<file path="src/rtl/counter_if.sv">
// Counter enable/status bundle: the client drives the enable and observes
// the registered count and the wrap pulse.
interface counter_if #(
  parameter int unsigned WIDTH = 8
);
  logic             en;
  logic [WIDTH-1:0] count;
  logic             ovf;

  modport master (output en, input count, input ovf);
  modport slave  (input en, output count, output ovf);
endinterface

</file>
<file path="src/rtl/counter.sv">
// Enable-gated modulo up-counter with a registered one-cycle wrap pulse,
// usable as a timebase or cascaded through ovf into another counter's enable.
module counter #(
  parameter int unsigned WIDTH     = 8,
  parameter int unsigned MAX_COUNT = (32'd1 << WIDTH) - 32'd1
) (
  input  logic     clk,
  input  logic     rst,
  counter_if.slave bus
);

  localparam logic [WIDTH-1:0] max_c  = WIDTH'(MAX_COUNT);
  localparam logic [WIDTH-1:0] one_c  = WIDTH'(32'd1);
  localparam logic [WIDTH-1:0] zero_c = {WIDTH{1'b0}};

  logic [1:0]       rst_sync_r;
  logic             run_s;
  logic [WIDTH-1:0] count_r;
  logic [WIDTH-1:0] count_nxt_s;
  logic             ovf_r;
  logic             ovf_nxt_s;

  // Reset release synchroniser: assertion is immediate, release takes two edges
  always_ff @(posedge clk or negedge rst) begin
    if (!rst) begin
      rst_sync_r <= 2'b00;
    end else begin
      rst_sync_r <= {rst_sync_r[0], 1'b1};
    end
  end

  assign run_s = rst_sync_r[1];

  // Next count and wrap pulse; any value at or above the terminal wraps
  always_comb begin
    count_nxt_s = count_r;
    ovf_nxt_s   = 1'b0;
    if (!run_s) begin
      count_nxt_s = zero_c;
      ovf_nxt_s   = 1'b0;
    end else if (bus.en) begin
      if (count_r >= max_c) begin
        count_nxt_s = zero_c;
        ovf_nxt_s   = 1'b1;
      end else begin
        count_nxt_s = count_r + one_c;
        ovf_nxt_s   = 1'b0;
      end
    end else begin
      count_nxt_s = count_r;
      ovf_nxt_s   = 1'b0;
    end
  end

  // Count and overflow output registers
  always_ff @(posedge clk or negedge rst) begin
    if (!rst) begin
      count_r <= zero_c;
      ovf_r   <= 1'b0;
    end else begin
      count_r <= count_nxt_s;
      ovf_r   <= ovf_nxt_s;
    end
  end

  assign bus.count = count_r;
  assign bus.ovf   = ovf_r;

endmodule

</file>
<file path="src/flat_wrapper.sv">
// flat-port wrapper written by rule: the top's interface ports become plain ports
module counter_flat 
#(
  parameter int unsigned WIDTH     = 8,
  parameter int unsigned MAX_COUNT = (32'd1 << WIDTH) - 32'd1
)
  (clk, rst, bus_en, bus_count, bus_ovf);
  counter_if #(.WIDTH(WIDTH)) bus_i ();
  input  logic clk;
  input  logic rst;
  input wire logic [$bits(bus_i.en)-1:0] bus_en;
  output wire logic [$bits(bus_i.count)-1:0] bus_count;
  output wire logic [$bits(bus_i.ovf)-1:0] bus_ovf;
  assign bus_i.en = bus_en;
  assign bus_count = bus_i.count;
  assign bus_ovf = bus_i.ovf;
  counter #(.WIDTH(WIDTH), .MAX_COUNT(MAX_COUNT)) u_core (.clk(clk), .rst(rst), .bus(bus_i));
endmodule
</file>
<file path="config.mk">
export PLATFORM = sky130hd
export DESIGN_NAME = counter_flat
export DESIGN_NICKNAME = d
export VERILOG_FILES = /design/src/rtl/counter_if.sv /design/src/rtl/counter.sv /design/src/flat_wrapper.sv
export SDC_FILE = /design/constraint.sdc
export NUM_CORES = 1
export LEC_CHECK = 0
export CELL_PAD_IN_SITES_DETAIL_PLACEMENT = 0
export CELL_PAD_IN_SITES_GLOBAL_PLACEMENT = 2
export CORE_MARGIN = 5
export CORE_UTILIZATION = 25
export DETAILED_ROUTE_END_ITERATION = 8
export GPL_TIMING_DRIVEN = 0
export PLACE_DENSITY = 0.78
export SYNTH_ARGS = -nofsm -noshare
export SYNTH_HDL_FRONTEND = slang
export SYNTH_SLANG_ARGS = --single-unit
</file>
<file path="constraint.sdc">
create_clock -name clk -period 1.52 [get_ports clk]
set_clock_uncertainty 0.2 [all_clocks]
set_input_delay 0.38 -clock clk [delete_from_list [all_inputs] [get_ports clk]]
set_output_delay 0.38 -clock clk [all_outputs]
set_load 0.03 [all_outputs]
</file>
Yosys cells after proc, flatten, opt, wreduce, memory -nomap -nowiden:

Index checks and enable logic that the tools add are counted.

* register bits: 11
* input bits: 3

* $add $sub $neg: 1
* $lt $le $gt $ge: 1
* equal/unequal tests: 1
* muxes and demuxes: 6

Operator list (count)
* $mux 8: 3
* $add 8x1->8 const B: 1
* $ge 8x8->1 const B: 1
* $mux 1: 3
* $ne 2x2->1 const B: 1

Longest topological paths before layout:

Gate-level depths: netlist of run 1.

* depth in word-level cells: 4
* gate-level depth with buffers: 4
* gate-level depth less buffers: 4

Least setup slack after synthesis of run 1:

Ideal clock, no wire load.

* kind: register to register
* from: register u_core.count_r[0], in the netlist u_core.bus.count[0]
* to: register u_core.count_r[6], in the netlist u_core.bus.count[6]
* data arrival time: 1415 ps
* required time: 1243 ps
* path slack: -172 ps
* stages on the path, launching flop included: 5
* period minus slack after synthesis: 1692 ps
* path through: dfrtp_1 ha_1 nand3_2 or3_1 a21oi_1

* cells in the longest elaborated chain, start to end: 4
* elaborated cells on any way between the ends: 5
* classes of those cells: add/sub: 1; order compare: 1; mux: 3

RTL lines
* start: declaration: line counter.sv:18 `logic [WIDTH-1:0] count_r;`
* start signal: assignment: line counter.sv:58 `count_r <= zero_c;`
* start signal: assignment: line counter.sv:61 `count_r <= count_nxt_s;`
* $add 8x1->8 or $ge 8x8->1 (tied branches): line counter.sv:46, counter.sv:42
* $mux 8 *: line counter.sv:42 `if (count_r >= max_c) begin`
* $mux 8 *: line counter.sv:41 `end else if (bus.en) begin`
* $mux 8 *: line counter.sv:38 `if (!run_s) begin`

Every way passes the cells marked *; elsewhere a longest branch is shown, timed or not. The select of a mux whose other input is x is not followed.
A chain may end at the register's enable or synchronous reset.

Worst setup path after layout of run 1:

* from: register u_core.count_r[2], in the netlist u_core.bus.count[2]
* to: output port bus_count[2]

RTL lines
* end: declaration: line flat_wrapper.sv:12 `output wire logic [$bits(bus_i.count)-1:0] bus_count;`

No word-level cell between the ends.

==> results.yml, run 1 <==
outcome:
  status: "finished, final reports clean"
finish:
  n_antenna_cell: 0
  area_growth_pct: 39.1
  final_common_cell: "buf_4"
  mostFrequentLayoutCells: "10 x buf_4, 6 x dfrtp_2, 5 x nand2_1, 5 x clkbuf_4, 5 x dfrtp_1"
  final_area_um2: 726
  fin_nets: 75
  drive_gt1_share_pct: 38.6
die:
  die-width_um: 55.7
  coreArea_mm2: 0.00198
  initial_core_util_pct: 26.3
  die_h_um: 55.7
  die_area_mm2: 0.00310
  rows: 16
  io_pins: 12
hold_path:
  min_path_type: "reg2reg"
global_routing:
  grt_pass1_vias: 423
  antenna_found_initial: 0
  grt-ovfl-total: 0
  grt_pass1_wl_um: 2010
  grt_use_total_pct: 8.13
  grt_max_degree: 12
placement:
  place_congestion: 0.691
  dp_hpwl_um: 814
  port_buffers: 10
  pre_cts_slack_ps: -204
  place_area_um2: 673
synthesis:
  avgSynthCellArea_um2: 10.2
  synth_top_cell_area_share_pct: 52.8
  synth-seq-cells: 11
  yosys.area.top_type: "dfrtp_1"
  synth_cells: 51
  synthDistinctLibCells: 26
  synth_nets: 55
  netlist_area_um2: 522
  ys_seq_area_share_pct: 52.8
  synth.area.top_cells: "dfrtp_1 53%, nand2_1 3.6%, nand4_1 3.6%"
  yosysWarningCount: 0
setup_path:
  cp-end-kind: "primary output"
  path_buf_inv: 1
  cp_max_fo: 6
  crit_family: "flip-flops"
  critPathRequiredTime_ps: 940
  cp_slowest_cell: "dfrtp_2"
  start_kind: "flip-flop"
  worstSetupPathType: "reg2out"
  path_cells: "buf_4"
  cp.arrival_ps: 920
  critPathMaxStageDelay_ps: 460
detailed_routing:
  viasPerCell: 4.62
  firstDrtPassIters: 4
  drcViolationCount: 0
  vias: 448
  drt_wl_total_um: 1170
  drtIter0Drc: 2
  drtAntennaViolNets: 0
  wire_per_inst_um: 12.0
sta:
  hold_violations: 0
  rsz0062_at_grt: "true"
  max-slew-margin-rel_pct: 66.0
  whs_ps: 150
  setup_violations: 0
  period_share_pct: 98.5
  fmax_mhz: 668
  layout_setup_ws_ps: 23.4
  max_slew.worst_pin.slew_ps: 509
  slew_violations: 0
  setup_tns_ps: 0
  fin_crit_ps: 1500
power_and_ir_drop:
  powerDensity_mw_per_mm2: 763
  ir_drop_mv: 0.455
  finalPower_mw: 0.554
  cellLeakagePower_nw: 0.303
cts:
  clkTransAtPathRegs_ps: 70
  ctsHoldBuffers: 0
  cts_buffers: 3
  cts_max_level: 1
  cts_tree: "built"
  clock_latency_ps: 260
  cts_root_buffer: "clkbuf_4"
  clockBufferDepth: 2
  clock-sinks: 11
job:
  drv_cap: 0
synthesized netlist by cell type:
| cell type | number |
|---|---|
| nand2_1 | 5 |
| nand3b_1 | 1 |
| o21ai_0 | 3 |
| o221ai_1 | 1 |
| nand4_2 | 1 |
| mux2i_1 | 1 |
| nor2b_1 | 1 |
| nand3_1 | 2 |
| or3_1 | 2 |
| nor3_1 | 1 |
| a211o_1 | 1 |
| o2111ai_1 | 1 |
| nand4_1 | 3 |
| a21oi_1 | 2 |
| nor2_1 | 3 |
| nand3_2 | 1 |
| buf_2 | 1 |
| nand2b_1 | 1 |
| and3_1 | 1 |
| o211ai_1 | 1 |
| dfrtp_1 | 11 |
| ha_1 | 1 |
| xor2_1 | 2 |
| inv_1 | 2 |
| conb_1 | 1 |
| a31oi_1 | 1 |
worst register-to-register path, delay by kind of cell, from the launching register on:
| family | cells | cell delay (ps) |
|---|---|---|
| flops | 1 | 430 |
| compound gates | 1 | 140 |
| fa+ha+maj | 1 | 170 |
| simple gates | 2 | 440 |
flip-flops by register name, summed over array words and instances (netlist names):
register / cells
u_core.bus.count: 8
u_core.rst_sync_r: 2
u_core.bus.ovf: 1
final cells by class:
cell class	count	area, um^2
Clock buffer	4	26.3
Inverter	2	7.51
Sequential cell	11	283
Fill cell	210	1260
Timing Repair Buffer	15	116
Tap cell	27	33.8
Buffer	1	5.00
Multi-Input combinational cell	37	254
path summary, 6_finish.rpt:
| check | start | end | slack, ps | cells past startpoint |
|---|---|---|---|---|
| setup / recovery | u_core.bus.count[2] | bus_count[2] | 20 | 1 |
| hold / removal | u_core.rst_sync_r[0] | u_core.rst_sync_r[1] | 150 | 0 |
| setup reg to reg | u_core.bus.count[0] | u_core.bus.count[6] | 50 | 4 |
| hold reg to reg | u_core.rst_sync_r[0] | u_core.rst_sync_r[1] | 150 | 0 |
| max in group asynchronous | rst | u_core.bus.count[4] | 500 | 1 |
| min in group asynchronous | rst | u_core.rst_sync_r[0] | 250 | 1 |
power breakdown:
| group | internal [mW] | leakage [nW] | switching [mW] |
|---|---|---|---|
| logic | 0.0193 | 0.150 | 0.0288 |
| registers | 0.300 | 0.138 | 0.0107 |
| clock network | 0.101 | 0.0150 | 0.0936 |
stage by stage:
stage / instances / util (%)
floorplan: 51 / -
global placement: 88 / 34.0
detailed placement: 88 / 34.0
CTS: 92 / 33.6
global route: 97 / 36.6
finish: 97 / 36.6
metal layers:
metal | part of all wire, % | global-route usage, %
met1 | 49 | 10.7
met2 | 44 | 11.5
met3 | 7.5 | 5.10
met4 | 0 | 1.04
met5 | 0 | 0
kinds of logic (layout without fill, tap and decap cells):
group                    count (synthesis)  in the layout  share of synthesized area (%)
flip-flops                              11             11                           52.8
adder cells (fa/ha/maj)                  1              1                           2.40
AND/OR/NAND/NOR                         22             22                           24.0
multiplexers                             1              1                           1.92
AO/OA/AOI/OAI                           10             10                           12.5
other                                    1              1                          0.719
buffers and inverters                    3             22                           2.40
XOR/XNOR                                 2              2                           3.36
what timing repair did:
item,CTS,global route
buffers inserted,0,5
setup endpoints to repair,9,9
resized for setup,46,10
(Power assumes the default switching activity.)
==> run 2, diff against run 1 <==
Settings changed: MAX_ROUTING_LAYER from default to met4, TNS_END_PERCENT from default to 30.
==> run 2 against run 1 <==
Effect of this change:
- first-iteration DRC count grew to 5.5 times the previous value
- combinational power is 10% higher
- via count increased by 2.5%
- global-route usage up 0.91 points
- setup slack worse by 11 ps
- worst hold slack improved by 6.9 ps
- final cell count decreased by 1.0%
- non-clock buffer count shrank 1
- sequential cell count unchanged
- highest routed layer is now met4
==> results.yml, run 2 (synthesized netlist as in run 1, its figures left out) <==
global_routing:
  grt_pass1_vias: 423
  grt-ovfl-total: 0
  grt_use_total_pct: 9.04
  grt_pass1_wl_um: 2110
  grt_max_degree: 12
  antenna_found_initial: 0
finish:
  fin_nets: 74
  mostFrequentLayoutCells: "6 x buf_4, 6 x dfrtp_2"
  largest_register_ffs: 8
  drive_gt1_share_pct: 37.7
  nFillCells: 207
  area_growth_pct: 34.8
  n_antenna_cell: 0
power_and_ir_drop:
  finalPower_mw: 0.558
  cellLeakagePower_nw: 0.297
  powerDensity_mw_per_mm2: 794
  ir_drop_mv: 0.331
setup_path:
  reg2reg_from: "u_core.bus.count[0]"
  path_cells: "buf_2"
  critPathRequiredTime_ps: 940
  worstSetupPathType: "reg2out"
  path_buf_inv: 1
  worstRegToRegCells: 4
  cp.arrival_ps: 930
  cp-end-kind: "primary output"
  r2r_slack_ps: 40
  cp_max_fo: 6
  start_kind: "flip-flop"
  crit_family: "flip-flops"
  critPathMaxStageDelay_ps: 430
  reg2reg_to: "u_core.bus.count[7]"
  cp_slowest_cell: "dfrtp_2"
cts:
  cts_tree: "built"
  clock_latency_ps: 270
  cts_max_level: 1
  clkTransAtPathRegs_ps: 70
  clockBufferDepth: 2
  ctsHoldBuffers: 0
  cts_root_buffer: "clkbuf_4"
  clock-sinks: 11
  cts_buffers: 3
sta:
  hold_violations: 0
  fin_crit_ps: 1510
  period_share_pct: 99.2
  setup_violations: 0
  slew_violations: 0
  fmax_mhz: 663
  rsz0062_at_grt: "true"
  setup_tns_ps: 0
outcome:
  status: "finished, final reports clean"
detailed_routing:
  firstDrtPassIters: 4
  drt_wl_total_um: 1250
  drcViolationCount: 0
  drtAntennaViolNets: 0
  viasPerCell: 4.78
  wire_per_inst_um: 13.0
  drtIter0Drc: 11
  vias: 459
die:
  die_h_um: 55.7
  rows: 16
  io_pins: 12
  initial_core_util_pct: 26.3
  die-width_um: 55.7
  coreArea_mm2: 0.00198
  die_area_mm2: 0.00310
placement:
  port_buffers: 10
  place_congestion: 0.693
  dp_hpwl_um: 831
hold_path:
  holdPathEnd: "u_core.rst_sync_r[1]"
  whs_path_depth: 0
  worst_hold_startpoint: "u_core.rst_sync_r[0]"
  min_path_type: "reg2reg"
job:
  drv_cap: 0
run 2: worst max path at each step:
stage | startpoint | endpoint | slack [ps] | depth (start not counted)
after floorplan | u_core.bus.count[3] | u_core.bus.count[7] | -4 | 3
after global placement | u_core.bus.count[3] | bus_count[3] | -230 | 1
after detailed placement | u_core.bus.count[3] | bus_count[3] | -240 | 1
after CTS | u_core.bus.count[3] | bus_count[3] | -100 | 1
after global routing | u_core.bus.count[1] | u_core.bus.count[6] | -60 | 4
final | u_core.bus.count[2] | bus_count[2] | 10 | 1
run 2: metal layers:
layer  vias to the layer above  track usage [%]  part of all wire (%)
met5                         -                -                     0
met4                         0             2.08                  0.32
met3                         2             4.87                    10
met2                        21             12.8                    46
met1                       213             11.2                    44
li1                        223                -                     -
run 2: through the flow:
step,utilization (%),cell area (um^2),hold slack (ps),std cells,setup slack [ps]
finish,35.5,703,157,96,12.2
global route,35.5,703,166,96,-58.7
CTS,34.9,692,160,92,-97.1
detailed placement,33.9,672,144,88,-237
global placement,33.9,672,132,88,-228
floorplan,-,538,-116,51,-4.09
run 2: power breakdown:
| part | switching [mW] | total, mW | internal [mW] |
|---|---|---|---|
| Combinational | 0.0312 | 0.0530 | 0.0218 |
| Sequential | 0.00950 | 0.310 | 0.300 |
| Clock | 0.0942 | 0.196 | 0.102 |
| Total | 0.135 | 0.558 | 0.423 |
run 2: cell type report:
type,count,area (um^2),area share [%]
tap,27,33.8,4.80
inverter,2,7.51,1.07
multi-input combinational,37,246,35.1
sequential,11,283,40.2
clock buffer,4,26.3,3.74
timing repair buffer,14,101,14.4
buffer,1,5.00,0.712
run 2: what timing repair did:
action	in CTS	in global routing
buffers inserted	0	4
endpoints found under the setup margin	9	11
endpoints found under the hold margin	0	0
resized for setup	39	11
==> run 3, diff against run 2 <==
Settings changed: MAX_ROUTING_LAYER met4 to default, SKIP_LAST_GASP from default to 1.
==> run 3 against run 2 <==
Effect of this change:
- the run now ends with setup timing left
- sequential power is essentially flat
- final area shrank 1.1%
- first-iteration DRC count grew 36%
- final cell count is the same
- maximum frequency shrank 2.2%
- global-route usage shrank 0.15 points
- critical path type unchanged
- largest cell class unchanged
- highest routed layer is now met3
==> results.yml, run 3 (synthesized netlist as in run 1, its figures left out) <==
sta:
  rsz0062_at_grt: "true"
  hold_violations: 0
  whs_ps: 157
  fmax_mhz: 649
  slew_violations: 0
  period_share_pct: 101
  layout_setup_ws_ps: -21.1
  fin_crit_ps: 1540
  setup_violations: 1
die:
  die_h_um: 55.7
  coreArea_mm2: 0.00198
  die_area_mm2: 0.00310
  io_pins: 12
  die-width_um: 55.7
  rows: 16
  initial_core_util_pct: 26.3
cts:
  clockBufferDepth: 2
  clkTransAtPathRegs_ps: 70
  cts_max_level: 1
  clock_latency_ps: 270
  cts_buffers: 3
  cts_tree: "built"
  cts_root_buffer: "clkbuf_4"
  clock-sinks: 11
global_routing:
  grt-ovfl-total: 0
  grt_pass1_vias: 428
  grt_pass1_wl_um: 2140
  antenna_found_initial: 0
  grt_use_total_pct: 8.89
  grt_max_degree: 12
detailed_routing:
  viasPerCell: 4.71
  firstDrtPassIters: 4
  drt_wl_total_um: 1260
  drtIter0Drc: 15
  drcViolationCount: 0
  drtAntennaViolNets: 0
  wire_per_inst_um: 13.1
  vias: 452
setup_path:
  crit_family: "buffers and inverters"
  path_buf_inv: 1
  critPathMaxStageDelay_ps: 390
  start_kind: "flip-flop"
  critPathRequiredTime_ps: 940
  cp_max_fo: 1
  cp_slowest_cell: "dlygate4sd2_1"
  cp-end-kind: "primary output"
  cp.arrival_ps: 960
  worstSetupPathType: "reg2out"
  path_cells: "dlygate4sd2_1"
power_and_ir_drop:
  powerDensity_mw_per_mm2: 802
  cellLeakagePower_nw: 0.302
  ir_drop_mv: 0.330
job:
  drv_cap: 0
finish:
  n_antenna_cell: 0
  fin_nets: 74
  largest_register_ffs: 8
  drive_gt1_share_pct: 36.2
  area_growth_pct: 33.3
  mostFrequentLayoutCells: "7 x buf_2, 6 x dfrtp_2, 5 x nand2_1, 5 x buf_4, 5 x dfrtp_1"
  final_cells: 96
  final_common_cell: "buf_2"
hold_path:
  min_path_type: "reg2reg"
outcome:
  status: "finished with violations"
  violations: "setup timing"
placement:
  port_buffers: 10
  place_inst: 88
  dp_hpwl_um: 831
  place_congestion: 0.686
## run 3: final timing paths
path,from,to,slack (ps),depth (start not counted)
max,u_core.bus.ovf,bus_ovf,-20,1
min,u_core.rst_sync_r[0],u_core.rst_sync_r[1],160,0
max reg2reg,u_core.bus.count[0],u_core.bus.count[7],40,4
min reg2reg,u_core.rst_sync_r[0],u_core.rst_sync_r[1],160,0
max in group asynchronous,rst,u_core.bus.count[4],520,1
min in group asynchronous,rst,u_core.rst_sync_r[1],240,1
## run 3: metrics by stage
stage	area [um^2]	utilization, %	setup TNS, ps	worst slack (ps)	power, mW
detailed placement	672	33.9	-1470	-237	0.364
floorplan	538	-	-4.09	-4.09	0.340
global placement	672	33.9	-1390	-228	0.362
CTS	684	34.5	-366	-97.1	0.558
global route	696	35.1	-273	-62.3	0.587
finish	696	35.1	-21.1	-21.1	0.558
## run 3: what timing repair did
action,CTS,global route
resized for setup,35,12
setup endpoints to repair,9,12
setup buffers,0,4
hold buffers,0,0
## run 3: report_power, final
part	leakage [nW]	internal [mW]	switching (mW)
Clock	0.0150	0.102	0.0938
Sequential	0.138	0.300	0.00963
Combinational	0.149	0.0220	0.0310
Total	0.302	0.424	0.134
## run 3: metal layers
metal / part of all wire [%] / routed length, um / track usage (%)
met1: 44 / 555 / 10.8
met2: 46 / 583 / 12.8
met3: 9.2 / 116 / 6.03
met4: 0 / 0 / 2.08
met5: 0 / 0 / 0
## run 3: cell type report
type / count / area (um^2)
buffer: 1 / 5.00
clock buffer: 4 / 26.3
fill: 208 / 1290
tap: 27 / 33.8
inverter: 2 / 7.51
timing repair buffer: 14 / 93.8
multi-input combinational: 37 / 246
sequential: 11 / 283
